<file path="config.mk">
export PLATFORM = sky130hd
export DESIGN_NAME = pipeline_stall_controller_flat
export DESIGN_NICKNAME = d
export VERILOG_FILES = /design/src/rtl/pipeline_stall_controller_if.sv /design/src/rtl/pipeline_stall_controller.sv /design/src/flat_wrapper.sv
export SDC_FILE = /design/constraint.sdc
export NUM_CORES = 1
export LEC_CHECK = 0
export ABC_AREA = 1
export ABC_CLOCK_PERIOD_IN_PS = 5450
export CAP_MARGIN = 40
export CORE_ASPECT_RATIO = 1.75
export CORE_UTILIZATION = 53
export CTS_CLUSTER_SIZE = 30
export DETAILED_ROUTE_END_ITERATION = 8
export GPL_ROUTABILITY_DRIVEN = 0
export PLACE_DENSITY = 0.92
export SLEW_MARGIN = 20
export SYNTH_ARGS = -nofsm -noshare
export SYNTH_HDL_FRONTEND = slang
export SYNTH_SLANG_ARGS = --single-unit
export TNS_END_PERCENT = 50
</file>
<file path="constraint.sdc">
create_clock -name clk -period 5.45 [get_ports clk]
set_clock_uncertainty 0.2 [all_clocks]
set_input_delay 0.545 -clock clk [delete_from_list [all_inputs] [get_ports clk]]
set_output_delay 0.545 -clock clk [all_outputs]
set_load 0.01 [all_outputs]
</file>
<file path="src/rtl/pipeline_stall_controller_if.sv">
`default_nettype none
// ============================================================================
// pipeline_stall_controller_if : event inputs and pipeline controls
// Rev 1.0
// ============================================================================
interface pipeline_stall_controller_if #(
    parameter int XLEN  = 32,
    parameter int CNT_W = 32
);
    logic             load_use_stall;
    logic             branch_taken;
    logic [XLEN-1:0]  branch_target;
    logic             icache_stall;
    logic             dcache_stall;

    logic             pc_write;
    logic             pc_sel;
    logic [XLEN-1:0]  pc_redirect;
    logic             ifid_write;
    logic             ifid_flush;
    logic             idex_write;
    logic             idex_flush;
    logic             exmem_write;
    logic             memwb_write;
    logic             memwb_flush;
    logic [CNT_W-1:0] stall_cycles;
    logic [CNT_W-1:0] flush_events;

    modport master (
        input  load_use_stall, branch_taken, branch_target, icache_stall, dcache_stall,
        output pc_write, pc_sel, pc_redirect, ifid_write, ifid_flush, idex_write,
               idex_flush, exmem_write, memwb_write, memwb_flush,
               stall_cycles, flush_events
    );

    modport slave (
        output load_use_stall, branch_taken, branch_target, icache_stall, dcache_stall,
        input  pc_write, pc_sel, pc_redirect, ifid_write, ifid_flush, idex_write,
               idex_flush, exmem_write, memwb_write, memwb_flush,
               stall_cycles, flush_events
    );
endinterface
`default_nettype wire

</file>
<file path="src/rtl/pipeline_stall_controller.sv">
`default_nettype none
// ============================================================================
// pipeline_stall_controller : merges hazard/branch/cache events into PC and
// pipeline-register controls, with stall and flush counters.
// Rev 1.0
// ============================================================================
module pipeline_stall_controller #(
    parameter int XLEN  = 32,
    parameter int CNT_W = 32
) (
    input  wire logic                   clk,
    input  wire logic                   rst,
    pipeline_stall_controller_if.master bus
);
    typedef enum logic [0:0] {
        RUN  = 1'b0,
        PEND = 1'b1
    } state_t;

    localparam logic [CNT_W-1:0] C_CNT_ONE = {{(CNT_W-1){1'b0}}, 1'b1};

    state_t           state_q, state_d;
    logic [XLEN-1:0]  redir_q, redir_d;
    logic [CNT_W-1:0] stall_cycles_q, stall_cycles_d;
    logic [CNT_W-1:0] flush_events_q, flush_events_d;

    logic w_pc_write, w_pc_sel, w_ifid_write, w_ifid_flush, w_idex_write;
    logic w_idex_flush, w_exmem_write, w_memwb_write, w_memwb_flush;

    always_comb begin
        w_pc_write     = 1'b1;
        w_pc_sel       = 1'b0;
        w_ifid_write   = 1'b1;
        w_ifid_flush   = 1'b0;
        w_idex_write   = 1'b1;
        w_idex_flush   = 1'b0;
        w_exmem_write  = 1'b1;
        w_memwb_write  = 1'b1;
        w_memwb_flush  = 1'b0;
        state_d        = state_q;
        redir_d        = redir_q;
        flush_events_d = flush_events_q;

        if (rst) begin
            w_pc_write    = 1'b0;
            w_ifid_write  = 1'b0;
            w_idex_write  = 1'b0;
            w_exmem_write = 1'b0;
            w_memwb_write = 1'b0;
            w_ifid_flush  = 1'b1;
            w_idex_flush  = 1'b1;
            w_memwb_flush = 1'b1;
        end else if (bus.dcache_stall) begin
            // EX is frozen too, so a taken branch is re-presented next cycle
            w_pc_write    = 1'b0;
            w_ifid_write  = 1'b0;
            w_idex_write  = 1'b0;
            w_exmem_write = 1'b0;
            w_memwb_flush = 1'b1;
        end else if (state_q == RUN && bus.branch_taken) begin
            w_ifid_flush = 1'b1;
            w_idex_flush = 1'b1;
            if (bus.icache_stall) begin
                w_pc_write = 1'b0;
                redir_d    = bus.branch_target;
                state_d    = PEND;
            end else begin
                w_pc_sel       = 1'b1;
                flush_events_d = flush_events_q + C_CNT_ONE;
            end
        end else if (state_q == PEND) begin
            w_ifid_flush = 1'b1;
            w_idex_flush = 1'b1;
            if (bus.icache_stall) begin
                w_pc_write = 1'b0;
            end else begin
                w_pc_sel       = 1'b1;
                flush_events_d = flush_events_q + C_CNT_ONE;
                state_d        = RUN;
            end
        end else if (bus.icache_stall) begin
            w_pc_write = 1'b0;
            if (bus.load_use_stall) begin
                w_ifid_write = 1'b0;
                w_idex_flush = 1'b1;
            end else begin
                w_ifid_flush = 1'b1;
            end
        end else if (bus.load_use_stall) begin
            w_pc_write   = 1'b0;
            w_ifid_write = 1'b0;
            w_idex_flush = 1'b1;
        end

        stall_cycles_d = stall_cycles_q;
        if (!rst && !w_pc_write) begin
            stall_cycles_d = stall_cycles_q + C_CNT_ONE;
        end
    end

    always_ff @(posedge clk or posedge rst) begin
        if (rst) begin
            state_q        <= RUN;
            redir_q        <= '0;
            stall_cycles_q <= '0;
            flush_events_q <= '0;
        end else begin
            state_q        <= state_d;
            redir_q        <= redir_d;
            stall_cycles_q <= stall_cycles_d;
            flush_events_q <= flush_events_d;
        end
    end

    assign bus.pc_write     = w_pc_write;
    assign bus.pc_sel       = w_pc_sel;
    assign bus.pc_redirect  = (state_q == PEND) ? redir_q : bus.branch_target;
    assign bus.ifid_write   = w_ifid_write;
    assign bus.ifid_flush   = w_ifid_flush;
    assign bus.idex_write   = w_idex_write;
    assign bus.idex_flush   = w_idex_flush;
    assign bus.exmem_write  = w_exmem_write;
    assign bus.memwb_write  = w_memwb_write;
    assign bus.memwb_flush  = w_memwb_flush;
    assign bus.stall_cycles = stall_cycles_q;
    assign bus.flush_events = flush_events_q;
endmodule
`default_nettype wire

</file>
<file path="src/flat_wrapper.sv">
// flat-port wrapper written by rule: the top's interface ports become plain ports
module pipeline_stall_controller_flat 
#(
    parameter int XLEN  = 32,
    parameter int CNT_W = 32
)
  (clk, rst, bus_load_use_stall, bus_branch_taken, bus_branch_target, bus_icache_stall, bus_dcache_stall, bus_pc_write, bus_pc_sel, bus_pc_redirect, bus_ifid_write, bus_ifid_flush, bus_idex_write, bus_idex_flush, bus_exmem_write, bus_memwb_write, bus_memwb_flush, bus_stall_cycles, bus_flush_events);
  pipeline_stall_controller_if #(.XLEN(XLEN), .CNT_W(CNT_W)) bus_i ();
  input  wire logic clk;
  input  wire logic rst;
  input wire logic [$bits(bus_i.load_use_stall)-1:0] bus_load_use_stall;
  input wire logic [$bits(bus_i.branch_taken)-1:0] bus_branch_taken;
  input wire logic [$bits(bus_i.branch_target)-1:0] bus_branch_target;
  input wire logic [$bits(bus_i.icache_stall)-1:0] bus_icache_stall;
  input wire logic [$bits(bus_i.dcache_stall)-1:0] bus_dcache_stall;
  output wire logic [$bits(bus_i.pc_write)-1:0] bus_pc_write;
  output wire logic [$bits(bus_i.pc_sel)-1:0] bus_pc_sel;
  output wire logic [$bits(bus_i.pc_redirect)-1:0] bus_pc_redirect;
  output wire logic [$bits(bus_i.ifid_write)-1:0] bus_ifid_write;
  output wire logic [$bits(bus_i.ifid_flush)-1:0] bus_ifid_flush;
  output wire logic [$bits(bus_i.idex_write)-1:0] bus_idex_write;
  output wire logic [$bits(bus_i.idex_flush)-1:0] bus_idex_flush;
  output wire logic [$bits(bus_i.exmem_write)-1:0] bus_exmem_write;
  output wire logic [$bits(bus_i.memwb_write)-1:0] bus_memwb_write;
  output wire logic [$bits(bus_i.memwb_flush)-1:0] bus_memwb_flush;
  output wire logic [$bits(bus_i.stall_cycles)-1:0] bus_stall_cycles;
  output wire logic [$bits(bus_i.flush_events)-1:0] bus_flush_events;
  assign bus_i.load_use_stall = bus_load_use_stall;
  assign bus_i.branch_taken = bus_branch_taken;
  assign bus_i.branch_target = bus_branch_target;
  assign bus_i.icache_stall = bus_icache_stall;
  assign bus_i.dcache_stall = bus_dcache_stall;
  assign bus_pc_write = bus_i.pc_write;
  assign bus_pc_sel = bus_i.pc_sel;
  assign bus_pc_redirect = bus_i.pc_redirect;
  assign bus_ifid_write = bus_i.ifid_write;
  assign bus_ifid_flush = bus_i.ifid_flush;
  assign bus_idex_write = bus_i.idex_write;
  assign bus_idex_flush = bus_i.idex_flush;
  assign bus_exmem_write = bus_i.exmem_write;
  assign bus_memwb_write = bus_i.memwb_write;
  assign bus_memwb_flush = bus_i.memwb_flush;
  assign bus_stall_cycles = bus_i.stall_cycles;
  assign bus_flush_events = bus_i.flush_events;
  pipeline_stall_controller #(.XLEN(XLEN), .CNT_W(CNT_W)) u_core (.clk(clk), .rst(rst), .bus(bus_i));
endmodule
</file>
---- Yosys cells after proc, flatten, opt, wreduce, memory -nomap -nowiden ----
Cells that the tools add are included.
operators by class
  add/sub/neg operators ................... 2
  equal/unequal tests ..................... 1
  multiplexer cells ....................... 38
  bitwise gates (word level) .............. 3
  reductions and logical operators ........ 8
operators by type and width
  operator                                        count
  two-way mux 32 bit                              4
  adder 32 x 1 -> 32 bit (second input constant)  2
  two-way mux 1 bit                               34
  AND reduction 3 bit                             2
  AND reduction 4 bit                             1
  NOT 1 bit                                       3
  logical AND 1 bit                               2
  zero test 1 bit                                 2
  inequality test 2 bit (second input constant)   1
  nonzero test 2 bit                              1
storage, ports and cells
  register bits ........................... 97
  input bits .............................. 38
  output and inout bits ................... 105
  logic and storage cells ................. 56

---- Logic depth before layout (Yosys ltp) ----
  depth in word-level cells ............... 8
  mapped depth ............................ 10
  gate-level depth less buffers ........... 9

---- Worst setup path before layout ----
No wires, ideal clock.
  path type ............................... input-to-reg
  from .................................... input rst
  to ...................................... register u_core.stall_cycles_q[27] (netlist: u_core.bus.stall_cycles[27])
  setup time .............................. 117 ps
  data arrival time ....................... 3,467 ps
  required time ........................... 5,133 ps
  slack ................................... 1,666 ps
  cell stages on the path ................. 8
  buffers on the path ..................... 2
  path through ............................ inv_1 nand2_2 buf_6 nor2_4 buf_6 nand2_1 nand2_1 nand2_1
between the ends
  word-level cells in the longest chain between the ends .. 3
  elaborated cells between the ends (all ways) .. 4
  classes of those cells .................. 1 x mux; 3 x reduce/logical
ends and longest elaborated chain
  element                 RTL line                          source
  start: declaration      flat_wrapper.sv:10                input wire logic rst;
  two-way mux 1 bit       pipeline_stall_controller.sv:44   if (rst) begin
  zero test 1 bit         pipeline_stall_controller.sv:96   if (!rst && !w_pc_write) begin
  logical AND 1 bit (*)   pipeline_stall_controller.sv:96
  end signal: assignment  pipeline_stall_controller.sv:110  stall_cycles_q <= stall_cycles_d;
  end: declaration        pipeline_stall_controller.sv:24   logic [CNT_W-1:0] stall_cycles_q, stall_cycles_d;
Every way passes the cells marked *; elsewhere a longest branch is shown, timed or not.
A chain may end at the register's enable or synchronous reset.

---- Final worst setup path ----
  from .................................... input rst
  to ...................................... output bus_pc_sel
between the ends
  word-level cells in the longest chain between the ends .. 1
ends and longest elaborated chain
  element            RTL line                         source
  two-way mux 1 bit  pipeline_stall_controller.sv:44
  end: declaration   flat_wrapper.sv:17               output wire logic [$bits(bus_i.pc_sel)-1:0] bus_pc_sel;
Every way passes these cells.

==> impl_summary.md <==
Setup path
For the worst setup path, the data required time is around 4700 ps. The endpoint class of the critical path is an output pin. Of all nets on the critical path, the largest fanout is 16. Data arrives at the worst endpoint at between 2000 and 2500 ps. The worst register-to-register path has a setup slack of 3200 ps. The sum of buffers and inverters on the critical path is 3. The startpoint class of the critical path is an input pin. Traced cell by cell, the critical path runs through clkdlybuf4s50_1, nor2_4, nand3_4, inv_2, clkdlybuf4s50_1.

The kind of cell with the highest combined delay on the critical path is buffers and inverters. By instance count, the cell type seen most on the critical path is sky130_fd_sc_hd__clkdlybuf4s50_1. The critical path in this run is classified as in2out. The longest individual stage delay on the worst path is 580 ps. The slowest stage of the critical path is the sky130_fd_sc_hd__clkdlybuf4s50_1 cell.

Synth
The count of mapped cells out of synthesis is 734. During synthesis, Yosys emitted a total of 0 warnings. The share of the synthesized area in the top cell type is 0.452. In the post-synthesis netlist, the biggest area contributors are sky130_fd_sc_hd__dfrtp_1 (45%), sky130_fd_sc_hd__nand2_1 (18%), sky130_fd_sc_hd__o21ai_0 (6.5%). Yosys mapped the design onto 27 distinct sky130hd cell types. The most common cell in the synthesized netlist is sky130_fd_sc_hd__nand2_1. The cell type contributing the most total cell area after synthesis is sky130_fd_sc_hd__dfrtp_1. The number of nets in the synthesized netlist is 774.

In this run, synthesis inferred 0 flip-flops with an integrated enable. The post-synthesis sequential area ratio is 0.452. The cell area that synthesis handed to floorplanning was approximately 5400 um^2.

Averaged over all synthesized cells, the footprint is 7.32 um^2. After synthesis, the share of flip-flops with an asynchronous set or reset is 1.00. In the synthesized netlist, the cells that appear most often are sky130_fd_sc_hd__nand2_1 (263), sky130_fd_sc_hd__dfrtp_1 (97), sky130_fd_sc_hd__inv_1 (89). For this run, the leading register cell type out of synthesis is sky130_fd_sc_hd__dfrtp_1. The number of register bits inferred by synthesis is 97.

Route
For this block, the initial DRC count from the detailed router was roughly 290. For this block, the via count after detailed routing is between 5,000 and 6,000. The routed design has about 13,000 um of wire. The detail-routed net length per standard cell is ~13 um. The final antenna-violating net count is 0. The count of TritonRoute iterations in the first routing pass is 5. For this run, design rule violations remaining after detail routing come to 0.

The detail-routed via count per cell is 5.10.

Run status
The flow ran to the end, and the final reports show no timing, DRC or antenna violations.

Floorplanning
In this run the count of I/O pins placed on the die edge is 143. The die span in x is 78.1 um. The area enclosed by the die boundary is 10,600 um^2.

For this configuration, the core starts out at a cell density of 0.545. From bottom edge to top edge, the die measures 135 um. The number of standard-cell rows in the floorplan is 48. The total area inside the core boundary comes to 9850 um^2.

STA
For the final routed database, the setup TNS stands at 0 ps. Setup repair after global routing left no endpoint under its margin. The post-route fraction of the period consumed by the critical path is 0.563. Setup violations remaining at the end of the flow were counted as 0. The time the final worst path needs with I/O delays and setup is 3070 ps. Setup slack on the critical path of the routed design comes to 2380 ps. The final-report max-slew violation count is 0. The number of hold-slack violations in the final timing report came to 0. Derived from the worst setup path, the maximum achievable clock frequency is around 330 MHz. Measured against its own limit, the worst slew margin works out to 0.534.

At the pin with the least slew margin, the transition time is 698 ps.

Clock tree
In this run, CTS created clock tree buffers numbering 9. The maximum clock insertion buffer count is 2. The clock insertion delay at the later pin of the skew report is 350 ps.

The sink count of the clock tree is 97. The tree is rooted in a sky130_fd_sc_hd__clkbuf_16. The clock tree from TritonCTS is built. The number of setup buffers added after CTS is 0. The H-tree depth is 3.

In this run, post-CTS hold repair placed 0 buffers. After clock tree synthesis, the clock-pin slew on the worst setup and hold paths is 60 ps. Post-CTS repair changed the size of 0 cells.

Global routing
The initial antenna violation count is 0. The overall track demand over capacity in global routing is 0.260. The largest net degree at the start of global routing is 66. The first-pass GRT wire length is 21,500 um. The number of global-route vias before repair came to 4,666. Summed over all layers, the global routing overflow is 0.

Finish
The layout has 736 filler cells. The combined area of the multi-input logic cells is 2490 um^2. The area growth from synthesis to layout is 34.0%. 0 antenna diodes ended up in the layout. The register cell area after layout is 2430 um^2. The share of cells above drive strength 1 is 0.0548. In the final design database the tool counted approximately 910 nets.

Power
For this design the static power due to leakage is 0.00327 uW. The worst IR drop on VDD is 267 uV. The power per unit of standard cell area is 289 nW/um^2.

Run
Max-cap violations in this run came to 0.

Worst hold path
The class of the tightest hold or removal check is reg2reg.

Placement
The count of buffers inserted at the top-level ports is 142. The post-detailed-placement half-perimeter wirelength is 9810 um. Prior to clock tree synthesis, the placed netlist has a worst setup slack of 2400 ps.
## cells in the final DEF (no fill, tap or decap), types with 5 or more instances in the layout
cell / instances
sky130_fd_sc_hd__o21ai_0: 70
sky130_fd_sc_hd__nand4_1: 10
sky130_fd_sc_hd__nor2_1: 76
sky130_fd_sc_hd__nand2_2: 5
sky130_fd_sc_hd__inv_2: 5
sky130_fd_sc_hd__nand2_1: 263
sky130_fd_sc_hd__inv_1: 88
sky130_fd_sc_hd__nand3_1: 27
sky130_fd_sc_hd__dfrtp_1: 97
sky130_fd_sc_hd__clkbuf_16: 9
sky130_fd_sc_hd__nor2_4: 8
sky130_fd_sc_hd__o21ai_1: 7
sky130_fd_sc_hd__xor2_1: 17
sky130_fd_sc_hd__nand3b_1: 14
sky130_fd_sc_hd__nor2_2: 5
sky130_fd_sc_hd__clkdlybuf4s50_1: 142
sky130_fd_sc_hd__xnor2_1: 9
## final timing paths
| check | to | cells after the start | from |
|---|---|---|---|
| min in group asynchronous | u_core.redir_q[26]$_DFFE_PP0P_ | 2 | rst |
| max in group asynchronous | u_core.bus.flush_events[16]$_DFFE_PP0P_ | 3 | rst |
| worst min register to register | u_core.redir_q[23]$_DFFE_PP0P_ | 2 | u_core.redir_q[23]$_DFFE_PP0P_ |
| worst max register to register | u_core.bus.stall_cycles[22]$_DFFE_PP0P_ | 9 | u_core.state_q$_DFFE_PP0P_ |
| worst min-delay path | u_core.redir_q[23]$_DFFE_PP0P_ | 2 | u_core.redir_q[23]$_DFFE_PP0P_ |
| worst max-delay path | bus_pc_sel | 5 | rst |
## through the flow
stage / total power [uW] / hold slack [ps] / util / instances / cell area (um^2)
5_1_grt: 2190 / 308 / 0.731 / 1001 / 7200
3_5_place_dp: 1410 / 277 / 0.697 / 985 / 6870
4_1_cts: 2100 / 291 / 0.731 / 1001 / 7200
2_1_floorplan: 1150 / 253 / - / 734 / 5370
3_3_place_gp: 1390 / 269 / 0.697 / 985 / 6870
6_report: 2080 / 289 / 0.731 / 1001 / 7200
## kinds of logic after synthesis
family,count (synthesis),synth area share
buffers and inverters,112,0.0841
AO/OA/AOI/OAI,78,0.0727
adder cells (fa/ha/maj),2,0.00466
AND/OR/NAND/NOR,418,0.341
flip-flops,97,0.452
XOR/XNOR,27,0.0454
## sequential cells by signal, summed over array words and instances (netlist names)
name / count
u_core.bus.flush_events: 32
u_core.bus.stall_cycles: 32
u_core.redir_q: 32
u_core.state_q: 1
## final cells by class
cell class              instances  share of cell area
multi-input cells             525               0.346
flip-flops and latches         97               0.337
repair buffers                144               0.200
inverters                      94              0.0494
clock buffers                   9              0.0313
well taps                     125              0.0217
clock inverters                 7              0.0143
## report_power, final
group / switching, uW / internal, uW
registers: 86.5 / 825
clock network: 280 / 407
logic: 236 / 249
total: 603 / 1480
## worst reg2reg max path, stage by stage, from the launching register on
cell                       delay, ps
sky130_fd_sc_hd__dfrtp_1         390
sky130_fd_sc_hd__buf_4           300
sky130_fd_sc_hd__nor2_2          210
sky130_fd_sc_hd__nand2_1          70
sky130_fd_sc_hd__nand2_1          90
sky130_fd_sc_hd__nand2_2         230
sky130_fd_sc_hd__inv_2           340
sky130_fd_sc_hd__nand3b_1        150
sky130_fd_sc_hd__nand2_1         100
sky130_fd_sc_hd__nand2_1          70
## layer usage
layer	track usage	up-vias	wire, um
met5	0	-	0
met4	0.115	0	386
met3	0.0613	33	747
met2	0.467	174	7000
met1	0.289	2355	5110
li1	-	2542	-
(Power assumes the default switching activity.)
